`src/rtl/mem_port_arbiter_pkg.sv`:
```
// mem_port_arbiter_pkg: shared types for the IF/MEM memory port arbiter.
// Holds the arbiter state encoding, the grant identifier used for
// round-robin alternation, and the width of the bus timeout counter.
package mem_port_arbiter_pkg;

    localparam int unsigned ARB_STATE_W = 2;
    localparam int unsigned CNT_W       = 8;

    typedef enum logic [ARB_STATE_W-1:0] {
        ARB_IDLE   = 2'b00,
        ARB_IF_ACC = 2'b01,
        ARB_D_ACC  = 2'b10
    } arb_state_t;

    typedef enum logic {
        GRANT_IF = 1'b0,
        GRANT_D  = 1'b1
    } grant_t;

endpackage

```
`src/rtl/mem_port_arbiter_if.sv`:
```
// mem_port_arbiter_if: request/acknowledge memory bus between the arbiter
// (master) and the external memory wrapper (slave).
//   mem_req   master->slave  access request, held until ack or abort
//   mem_we    master->slave  1 = write
//   mem_addr  master->slave  access address
//   mem_sel   master->slave  byte enables
//   mem_wdata master->slave  write data
//   mem_rdata slave->master  read data, valid with mem_ack
//   mem_ack   slave->master  one-cycle completion pulse
interface mem_port_arbiter_if #(
    parameter int unsigned ADDR_W = 32,
    parameter int unsigned DATA_W = 32
);
    localparam int unsigned SEL_W = DATA_W / 8;

    logic              mem_req;
    logic              mem_we;
    logic [ADDR_W-1:0] mem_addr;
    logic [SEL_W-1:0]  mem_sel;
    logic [DATA_W-1:0] mem_wdata;
    logic [DATA_W-1:0] mem_rdata;
    logic              mem_ack;

    modport master (
        output mem_req, mem_we, mem_addr, mem_sel, mem_wdata,
        input  mem_rdata, mem_ack
    );

    modport slave (
        input  mem_req, mem_we, mem_addr, mem_sel, mem_wdata,
        output mem_rdata, mem_ack
    );

endinterface

```
`src/rtl/mem_port_arbiter.sv`:
```
// mem_port_arbiter: shares one multi-cycle memory bus between instruction
// fetch (IF) and load/store (D). One access at a time; D wins a tie unless
// D had the previous grant. A counter aborts an access that sees no mem_ack
// within TIMEOUT cycles, returning zero with bus_err.
// Optional build macro ARB_IF_BSWAP_EN: fetched words are byte-reversed
// into if_inst (DATA_W must be 32); data path unaffected.
// Ports:
//   clk, rst            clock, synchronous active-high reset
//   if_ce/if_addr       fetch request (held until if_ready)
//   if_inst/if_ready    registered fetch result and one-cycle valid pulse
//   d_ce/d_we/d_addr/d_sel/d_wdata   load/store request (held until d_ready)
//   d_rdata/d_ready     registered load result and one-cycle done pulse
//   stallreq            combinational stall toward the pipeline control
//   bus_err             one-cycle pulse on timeout abort (with ready)
//   bus                 memory bus, master side
module mem_port_arbiter
    import mem_port_arbiter_pkg::*;
#(
    parameter int unsigned ADDR_W  = 32,
    parameter int unsigned DATA_W  = 32,
    parameter int unsigned TIMEOUT = 15
) (
    input  logic                  clk,
    input  logic                  rst,
    input  logic                  if_ce,
    input  logic [ADDR_W-1:0]     if_addr,
    output logic [DATA_W-1:0]     if_inst,
    output logic                  if_ready,
    input  logic                  d_ce,
    input  logic                  d_we,
    input  logic [ADDR_W-1:0]     d_addr,
    input  logic [DATA_W/8-1:0]   d_sel,
    input  logic [DATA_W-1:0]     d_wdata,
    output logic [DATA_W-1:0]     d_rdata,
    output logic                  d_ready,
    output logic                  stallreq,
    output logic                  bus_err,
    mem_port_arbiter_if.master    bus
);

    localparam int unsigned SEL_W = DATA_W / 8;

    arb_state_t        state_q, state_d;
    grant_t            last_q, last_d;
    logic [CNT_W-1:0]  cnt_q, cnt_d;
    logic              req_q, req_d;
    logic              we_q, we_d;
    logic [ADDR_W-1:0] addr_q, addr_d;
    logic [SEL_W-1:0]  sel_q, sel_d;
    logic [DATA_W-1:0] wdata_q, wdata_d;
    logic [DATA_W-1:0] if_inst_q, if_inst_d;
    logic [DATA_W-1:0] d_rdata_q, d_rdata_d;
    logic              if_ready_q, if_ready_d;
    logic              d_ready_q, d_ready_d;
    logic              bus_err_q, bus_err_d;

    logic              if_pend_c, d_pend_c, owner_ce_c, expire_c;
    logic [CNT_W-1:0]  cnt_inc_c;
    logic [DATA_W-1:0] fetch_data_c;

    // A requester still showing ce in its ready cycle is the tail of the
    // request just served, not a new one.
    assign if_pend_c = if_ce & ~if_ready_q;
    assign d_pend_c  = d_ce & ~d_ready_q;
    assign stallreq  = if_pend_c | d_pend_c;

    assign cnt_inc_c = cnt_q + CNT_W'(1);
    assign expire_c  = (cnt_inc_c == CNT_W'(TIMEOUT));

`ifdef ARB_IF_BSWAP_EN
    // Little-endian ROM images: reverse byte order on the fetch path only.
    assign fetch_data_c = {<<8{bus.mem_rdata}};
`else
    assign fetch_data_c = bus.mem_rdata;
`endif

    // Next-state and registered-output logic.
    always_comb begin
        state_d    = state_q;
        last_d     = last_q;
        cnt_d      = cnt_q;
        req_d      = req_q;
        we_d       = we_q;
        addr_d     = addr_q;
        sel_d      = sel_q;
        wdata_d    = wdata_q;
        if_inst_d  = if_inst_q;
        d_rdata_d  = d_rdata_q;
        if_ready_d = 1'b0;
        d_ready_d  = 1'b0;
        bus_err_d  = 1'b0;
        owner_ce_c = 1'b0;

        unique case (state_q)
            ARB_IDLE: begin
                cnt_d = '0;
                if (d_pend_c && (!if_pend_c || last_q == GRANT_IF)) begin
                    state_d = ARB_D_ACC;
                    req_d   = 1'b1;
                    we_d    = d_we;
                    addr_d  = d_addr;
                    sel_d   = d_sel;
                    wdata_d = d_wdata;
                    last_d  = GRANT_D;
                end else if (if_pend_c) begin
                    state_d = ARB_IF_ACC;
                    req_d   = 1'b1;
                    we_d    = 1'b0;
                    addr_d  = if_addr;
                    sel_d   = '1;
                    wdata_d = '0;
                    last_d  = GRANT_IF;
                end
            end

            ARB_IF_ACC, ARB_D_ACC: begin
                owner_ce_c = (state_q == ARB_IF_ACC) ? if_ce : d_ce;
                if (bus.mem_ack || expire_c) begin
                    state_d = ARB_IDLE;
                    req_d   = 1'b0;
                    // An abandoned request completes silently on the bus.
                    if (owner_ce_c) begin
                        bus_err_d = ~bus.mem_ack;
                        if (state_q == ARB_IF_ACC) begin
                            if_ready_d = 1'b1;
                            if_inst_d  = bus.mem_ack ? fetch_data_c : '0;
                        end else begin
                            d_ready_d = 1'b1;
                            if (!bus.mem_ack) begin
                                d_rdata_d = '0;
                            end else if (!we_q) begin
                                d_rdata_d = bus.mem_rdata;
                            end
                        end
                    end
                end else begin
                    cnt_d = cnt_inc_c;
                end
            end

            default: begin
                state_d = ARB_IDLE;
                req_d   = 1'b0;
            end
        endcase
    end

    // State and output registers.
    always_ff @(posedge clk) begin
        if (rst) begin
            state_q    <= ARB_IDLE;
            last_q     <= GRANT_IF;
            cnt_q      <= '0;
            req_q      <= 1'b0;
            we_q       <= 1'b0;
            addr_q     <= '0;
            sel_q      <= '0;
            wdata_q    <= '0;
            if_inst_q  <= '0;
            d_rdata_q  <= '0;
            if_ready_q <= 1'b0;
            d_ready_q  <= 1'b0;
            bus_err_q  <= 1'b0;
        end else begin
            state_q    <= state_d;
            last_q     <= last_d;
            cnt_q      <= cnt_d;
            req_q      <= req_d;
            we_q       <= we_d;
            addr_q     <= addr_d;
            sel_q      <= sel_d;
            wdata_q    <= wdata_d;
            if_inst_q  <= if_inst_d;
            d_rdata_q  <= d_rdata_d;
            if_ready_q <= if_ready_d;
            d_ready_q  <= d_ready_d;
            bus_err_q  <= bus_err_d;
        end
    end

    assign if_inst       = if_inst_q;
    assign if_ready      = if_ready_q;
    assign d_rdata       = d_rdata_q;
    assign d_ready       = d_ready_q;
    assign bus_err       = bus_err_q;
    assign bus.mem_req   = req_q;
    assign bus.mem_we    = we_q;
    assign bus.mem_addr  = addr_q;
    assign bus.mem_sel   = sel_q;
    assign bus.mem_wdata = wdata_q;

endmodule

```
`src/flat_wrapper.sv`:
```
// flat-port wrapper written by rule: the top's interface ports become plain ports
module mem_port_arbiter_flat import mem_port_arbiter_pkg::*;
#(
    parameter int unsigned ADDR_W  = 32,
    parameter int unsigned DATA_W  = 32,
    parameter int unsigned TIMEOUT = 15
)
  (clk, rst, if_ce, if_addr, if_inst, if_ready, d_ce, d_we, d_addr, d_sel, d_wdata, d_rdata, d_ready, stallreq, bus_err, bus_mem_req, bus_mem_we, bus_mem_addr, bus_mem_sel, bus_mem_wdata, bus_mem_rdata, bus_mem_ack);
  mem_port_arbiter_if #(.ADDR_W(ADDR_W), .DATA_W(DATA_W)) bus_i ();
  input  logic clk;
  input  logic rst;
  input  logic if_ce;
  input  logic [ADDR_W-1:0] if_addr;
  output logic [DATA_W-1:0] if_inst;
  output logic if_ready;
  input  logic d_ce;
  input  logic d_we;
  input  logic [ADDR_W-1:0] d_addr;
  input  logic [DATA_W/8-1:0] d_sel;
  input  logic [DATA_W-1:0] d_wdata;
  output logic [DATA_W-1:0] d_rdata;
  output logic d_ready;
  output logic stallreq;
  output logic bus_err;
  output wire logic [$bits(bus_i.mem_req)-1:0] bus_mem_req;
  output wire logic [$bits(bus_i.mem_we)-1:0] bus_mem_we;
  output wire logic [$bits(bus_i.mem_addr)-1:0] bus_mem_addr;
  output wire logic [$bits(bus_i.mem_sel)-1:0] bus_mem_sel;
  output wire logic [$bits(bus_i.mem_wdata)-1:0] bus_mem_wdata;
  input wire logic [$bits(bus_i.mem_rdata)-1:0] bus_mem_rdata;
  input wire logic [$bits(bus_i.mem_ack)-1:0] bus_mem_ack;
  assign bus_mem_req = bus_i.mem_req;
  assign bus_mem_we = bus_i.mem_we;
  assign bus_mem_addr = bus_i.mem_addr;
  assign bus_mem_sel = bus_i.mem_sel;
  assign bus_mem_wdata = bus_i.mem_wdata;
  assign bus_i.mem_rdata = bus_mem_rdata;
  assign bus_i.mem_ack = bus_mem_ack;
  mem_port_arbiter #(.ADDR_W(ADDR_W), .DATA_W(DATA_W), .TIMEOUT(TIMEOUT)) u_core (.clk(clk), .rst(rst), .if_ce(if_ce), .if_addr(if_addr), .if_inst(if_inst), .if_ready(if_ready), .d_ce(d_ce), .d_we(d_we), .d_addr(d_addr), .d_sel(d_sel), .d_wdata(d_wdata), .d_rdata(d_rdata), .d_ready(d_ready), .stallreq(stallreq), .bus_err(bus_err), .bus(bus_i));
endmodule
```
`config.mk`:
```
export PLATFORM = sky130hd
export DESIGN_NAME = mem_port_arbiter_flat
export DESIGN_NICKNAME = d
export VERILOG_FILES = /design/src/rtl/mem_port_arbiter_pkg.sv /design/src/rtl/mem_port_arbiter_if.sv /design/src/rtl/mem_port_arbiter.sv /design/src/flat_wrapper.sv
export SDC_FILE = /design/constraint.sdc
export NUM_CORES = 1
export LEC_CHECK = 0
export BUFFER_PORTS_ARGS = -buffer_cell sky130_fd_sc_hd__buf_2
export CORE_MARGIN = 2
export CORE_UTILIZATION = 46
export CTS_CLUSTER_DIAMETER = 60
export CTS_CLUSTER_SIZE = 25
export DETAILED_ROUTE_END_ITERATION = 16
export GPL_TIMING_DRIVEN = 0
export PLACE_DENSITY = 0.79
export SLEW_MARGIN = 20
export SYNTH_ARGS = -nofsm -noshare
export SYNTH_HDL_FRONTEND = slang
export SYNTH_SLANG_ARGS = --single-unit
```
`constraint.sdc`:
```
create_clock -name clk -period 2.67 [get_ports clk]
set_input_delay 0.1335 -clock clk [delete_from_list [all_inputs] [get_ports clk]]
set_output_delay 0.1335 -clock clk [all_outputs]
set_load 0.02 [all_outputs]
```
Word-level counts from Yosys, hierarchy flattened
Index checks and enable logic that the tools add are counted.
Widths: inputs -> output; s select.
{ "op_classes": {"add_sub_neg": 1, "n_eq_ne": 7, "n_mux": 25, "n_bitwise": 11, "n_reduce_logical": 14} }
{ "ops": {"columns": ["op", "count"], "rows": [
  ["$mux 32", 7],
  ["$pmux 8 s2", 1],
  ["$mux 1", 9],
  ["$add 8x1->8 const B", 1],
  ["$eq 8x4->1 const B", 1],
  ["$mux 4", 2],
  ["$mux 8", 1],
  ["$not 1->1", 8],
  ["$mux 2", 3],
  ["$reduce_and 2->1", 3],
  ["$reduce_and 5->1", 1],
  ["$ne 2x2->1 const B", 2],
  ["$pmux 2 s2", 1],
  ["$reduce_and 4->1", 1],
  ["$reduce_bool 2->1", 2],
  ["$reduce_or 4->1", 1],
  ["$ne 3x1->1 const B", 1],
  ["$and 1x1->1", 2],
  ["$eq 2x1->1 const B", 1],
  ["$eq 2x2->1 const B", 1],
  ["$logic_not 2->1", 1],
  ["$logic_or 1x1->1", 2],
  ["$ne 2x1->1 const B", 1],
  ["$pmux 1 s2", 1],
  ["4 further kinds", 4]
]} }
{ "totals": {"ff_bits": 148, "input_bits": 138, "out_inout_bits": 138, "word_cells": 71} }

Depth between registers and ports, before layout
{ "depth": {"word_depth": 7, "depth_mapped": 8, "mapped_depth_nobuf": 7} }

Worst setup path after synthesis
OpenSTA, ideal clock, no wires.
{ "synth_path": {"path_kind": "reg-to-reg", "startpoint": "register u_core.cnt_q[0]", "endpoint": "register u_core.cnt_q[4]", "setup_ns": 0.062, "arrival_ns": 2.051, "required_time_ns": 2.608, "path_slack_ns": 0.557, "path_stages_with_launch": 8, "n_path_buf": 1, "synth_period_minus_slack_ns": 2.113, "path_cell_list": "dfxtp_1 > ha_1 > nand3_2 > o21a_1 > o41a_1 > buf_6 > or4b_1 > nand3_1"} }
{ "synth_via": {"elab_chain_len": 5, "word_cells_on_any_way": 7, "cone_classes": "add/sub (1); eq/ne (2); mux (2); reduce/logical (2)"} }
{ "synth_rtl": {"columns": ["element", "line", "rtl"], "rows": [
  ["from (decl)", "mem_port_arbiter.sv:45", "logic [CNT_W-1:0] cnt_q, cnt_d;"],
  ["from (signal assigned)", "mem_port_arbiter.sv:167", "cnt_q <= cnt_d;"],
  ["$add 8x1->8 (*)", "mem_port_arbiter.sv:67", "assign cnt_inc_c = cnt_q + CNT_W'(1);"],
  ["$eq 8x4->1", "mem_port_arbiter.sv:68", "assign expire_c = (cnt_inc_c == CNT_W'(TIMEOUT));"],
  ["$logic_or 1x1->1", "mem_port_arbiter.sv:118", "if (bus.mem_ack || expire_c) begin"],
  ["$ne 2x2->1 (no source line)", null, null],
  ["$reduce_and 2->1 (no source line)", null, null]
]} }
Every way passes the cells marked *; elsewhere a longest branch is shown, timed or not. The select of a mux whose other input is x is not followed.
A chain may end at the register's enable or synchronous reset.

Worst setup path after layout
{ "layout_path": {"startpoint": "register u_core.cnt_q[0]", "endpoint": "register u_core.d_rdata_q[23], in the netlist u_core.d_rdata[23]"} }
{ "layout_via": {"elab_chain_len": 4} }
{ "layout_rtl": {"columns": ["element", "line", "rtl"], "rows": [
  ["$add 8x1->8", "mem_port_arbiter.sv:67", null],
  ["$eq 8x4->1", "mem_port_arbiter.sv:68", null],
  ["$logic_or 1x1->1", "mem_port_arbiter.sv:118", null],
  ["$reduce_and 5->1 (no source line)", null, null],
  ["to (signal assigned)", "mem_port_arbiter.sv:174", "d_rdata_q <= d_rdata_d;"],
  ["to (decl)", "mem_port_arbiter.sv:52", "logic [DATA_W-1:0] d_rdata_q, d_rdata_d;"]
]} }
No other way between the ends.

==> run metrics <==
outcome=finished clean; vias in the first global route=around 6100; placed instance count=slightly above 1000; share of cells above drive strength 1=about a third; Final Power=just over 6 mW; Post-synth EDFFs=0; first-pass GRT wire length=~30000 um; syn_area_per_cell=~9.7 um2; Die Span Y=116 um; clk sinks=roughly 150; DRC=0; CP arrival=2.71 ns; setup total negative slack=0 ns; area of the core=about 12000 um2; Post-DP Area=roughly 7300 um2; Leak Pwr=between 3 and 4 nW; root buffer cell=clkbuf_16; Hold WS=approximately 0.039 ns; gr usage total=29.0%; Clock Skew=about 0.0084 ns; max frequency=roughly 0.41 GHz; largest net degree at the start of global routing=17; sequential share of the synthesized area=just over 50%; Mapped Cells=between 500 and 600; share of the synthesized area in the top cell type=between 50% and 60%; Netlist Area Pre-Place=5750 um2; largest cells by area after synthesis=dfxtp_1 (52%), mux2i_1 (5.6%), nor2_1 (4.9%); FP Rows=40; 1st-pass router iterations=5; Peak supply drop=a little under 500 uV; Top FF cell, synth=dfxtp_1; Clock Path Buffers=2; Clock Pin Slew Worst Setup and Hold Paths=0.06 ns; Via density=between 5 and 6; post-layout net count=1101; fin cells=~1100; Worst Setup Start Kind=flip-flop; Setup WS post-layout=about 0.24 ns; FF+latch count, synth=approximately 150; Worst setup EP type=flip-flop; synth unique cells=51; Critical Path RT=slightly below 3 ns; H-Tree Depth=4; Setup CP Type=reg -> reg; Routed WL per cell=~17 um; antenna violations before repair=0; Tmin final=between 2 and 2.5 ns; worst-skew pair later-pin latency=0.42 ns; post-synthesis net count=738; RePlAce Congestion=between 0.8 and 0.9; HP Class=in -> reg; fin crit share=90.9%; CP Max Fanout=10; area leader, netlist=dfxtp_1; hpwl dp=approximately 13000 um; DRT antenna net count=0; Least-Margin Pin Slew=about 0.8 ns; DIE WIDTH=between 100 and 150 um; 1st-iter DRT viols=roughly 520; Final Hold Viols=0; synthesis-to-layout area growth=50.2%; # setup viols final=0; PwrDens=roughly 700 nW/um2; total grt overflow=0; WL final=19800 um; initial core utilization=47.5%; Ys Warns=0; final design utilization=between 70% and 80%; final-report max-slew violation count=0; post-route cell area=a little under 9000 um2; relative slew slack=around 46%; I/O pins=roughly 280; via count=roughly 6400; Num CTS Buffers=17; Max Cap Violations=0; unrepaired setup endpoints after global routing=no; dpl ws=between 0.15 and 0.2 ns; CTS tree=yes; diode count=0; share of synthesized flip-flops with an asynchronous set or reset=0%; die area=~13000 um2; port bufs=approximately 270
-- power by group --
part / switching, mW / internal (mW)
clock: 0.906 / 1.51
combinational: 0.804 / 0.483
sequential: 0.104 / 2.39
total: 1.81 / 4.38
-- registers in the layout, indices dropped and copies added, names as in the netlist, 2 cells and up --
name	cells
u_core.bus.mem_addr	32
u_core.bus.mem_sel	4
u_core.bus.mem_wdata	32
u_core.cnt_q	8
u_core.d_rdata	32
u_core.if_inst	32
u_core.state_q	2
-- synth_stat cells, drive strengths merged, types with 7 or more instances --
| cell type | n |
|---|---|
| a211oi | 33 |
| a21oi | 7 |
| a22o | 32 |
| a22oi | 33 |
| a32oi | 31 |
| buf | 9 |
| clkbuf | 48 |
| dfxtp | 148 |
| inv | 9 |
| mux2i | 32 |
| nand2 | 10 |
| nand3 | 36 |
| nor2 | 75 |
| nor3 | 7 |
| o21ai | 33 |
-- worst max-delay path: stages, from the launching register on --
cell      delay [ns]
dfxtp_1         0.39
ha_1            0.27
nand3_2         0.14
o21a_1          0.26
or4_1           0.62
nor2_1          0.24
clkbuf_2        0.26
o21ai_0         0.13
-- routing by layer --
layer  global-route usage, %  share of wire (%)  vias up
met3                    7.74                8.1       90
met4                    17.4                5.1        0
met5                       0                  0        -
li1                        -                  -     2968
met1                    35.0                 39     2962
met2                    46.6                 47      345
-- worst paths after layout --
check,start,to,slack [ns],cells after the start
worst max-delay path,u_core.cnt_q[0],u_core.d_rdata[23],0.24,7
worst min-delay path,d_ce,u_core.bus_err,0.04,3
worst max register to register,u_core.cnt_q[0],u_core.d_rdata[23],0.24,7
worst min register to register,u_core.last_q,u_core.last_q,0.46,2
-- placed cells by master, fill, tap and decap left out, types with 2 or more instances in the layout --
cell           instances
a2111oi_0              2
a211oi_1              33
a21oi_1                7
a22o_1                32
a22oi_1               33
a31oi_1                2
a32oi_1               31
a41o_1                 2
and2_1                 2
buf_2                281
bufinv_16              3
clkbuf_1              47
clkbuf_16             17
clkbuf_2               3
clkbuf_8               2
clkinv_2               5
dfxtp_1              148
dlygate4sd3_1         70
ha_1                   4
inv_1                  9
mux2i_1               32
nand2_1               10
nand2b_1               4
nand3_1               35
nor2_1                75
nor2b_1                4
nor3_1                 7
nor4_1                 2
o211ai_1               2
o21ai_0               31
o21ai_1                2
o22ai_1                4
or4_1                  3
xor2_1                 2
-- kinds of logic after synthesis --
kind of cell / after synthesis / synth area share [%]
AOI/OAI and AO/OA: 192 / 24.9
xor gates and xnor gates: 2 / 0.305
adders and majority gates: 4 / 0.870
buffers and inverters: 67 / 4.72
DFF: 148 / 51.5
muxes: 32 / 5.57
and+or+nand+nor: 151 / 12.1
-- final cells by class --
class                           instances  area (um2)
Inverter                               10        37.5
Buffer                                 57         234
Clock inverter                         10         131
Clock buffer                           21         460
Sequential cell                       148        2960
Tap cell                              168         210
Fill cell                             937        3470
Timing Repair Buffer                  344        2070
Multi-Input combinational cell        381        2530
-- repair_timing --
item                                    in CTS  in global routing
endpoints found under the setup margin       0                 30
resized for setup                            0                  2
hold buffers                                70                  0
buffers inserted                             0                  0
endpoints found under the hold margin      101                  0
No activity file was read; power rests on OpenSTA's default activity.
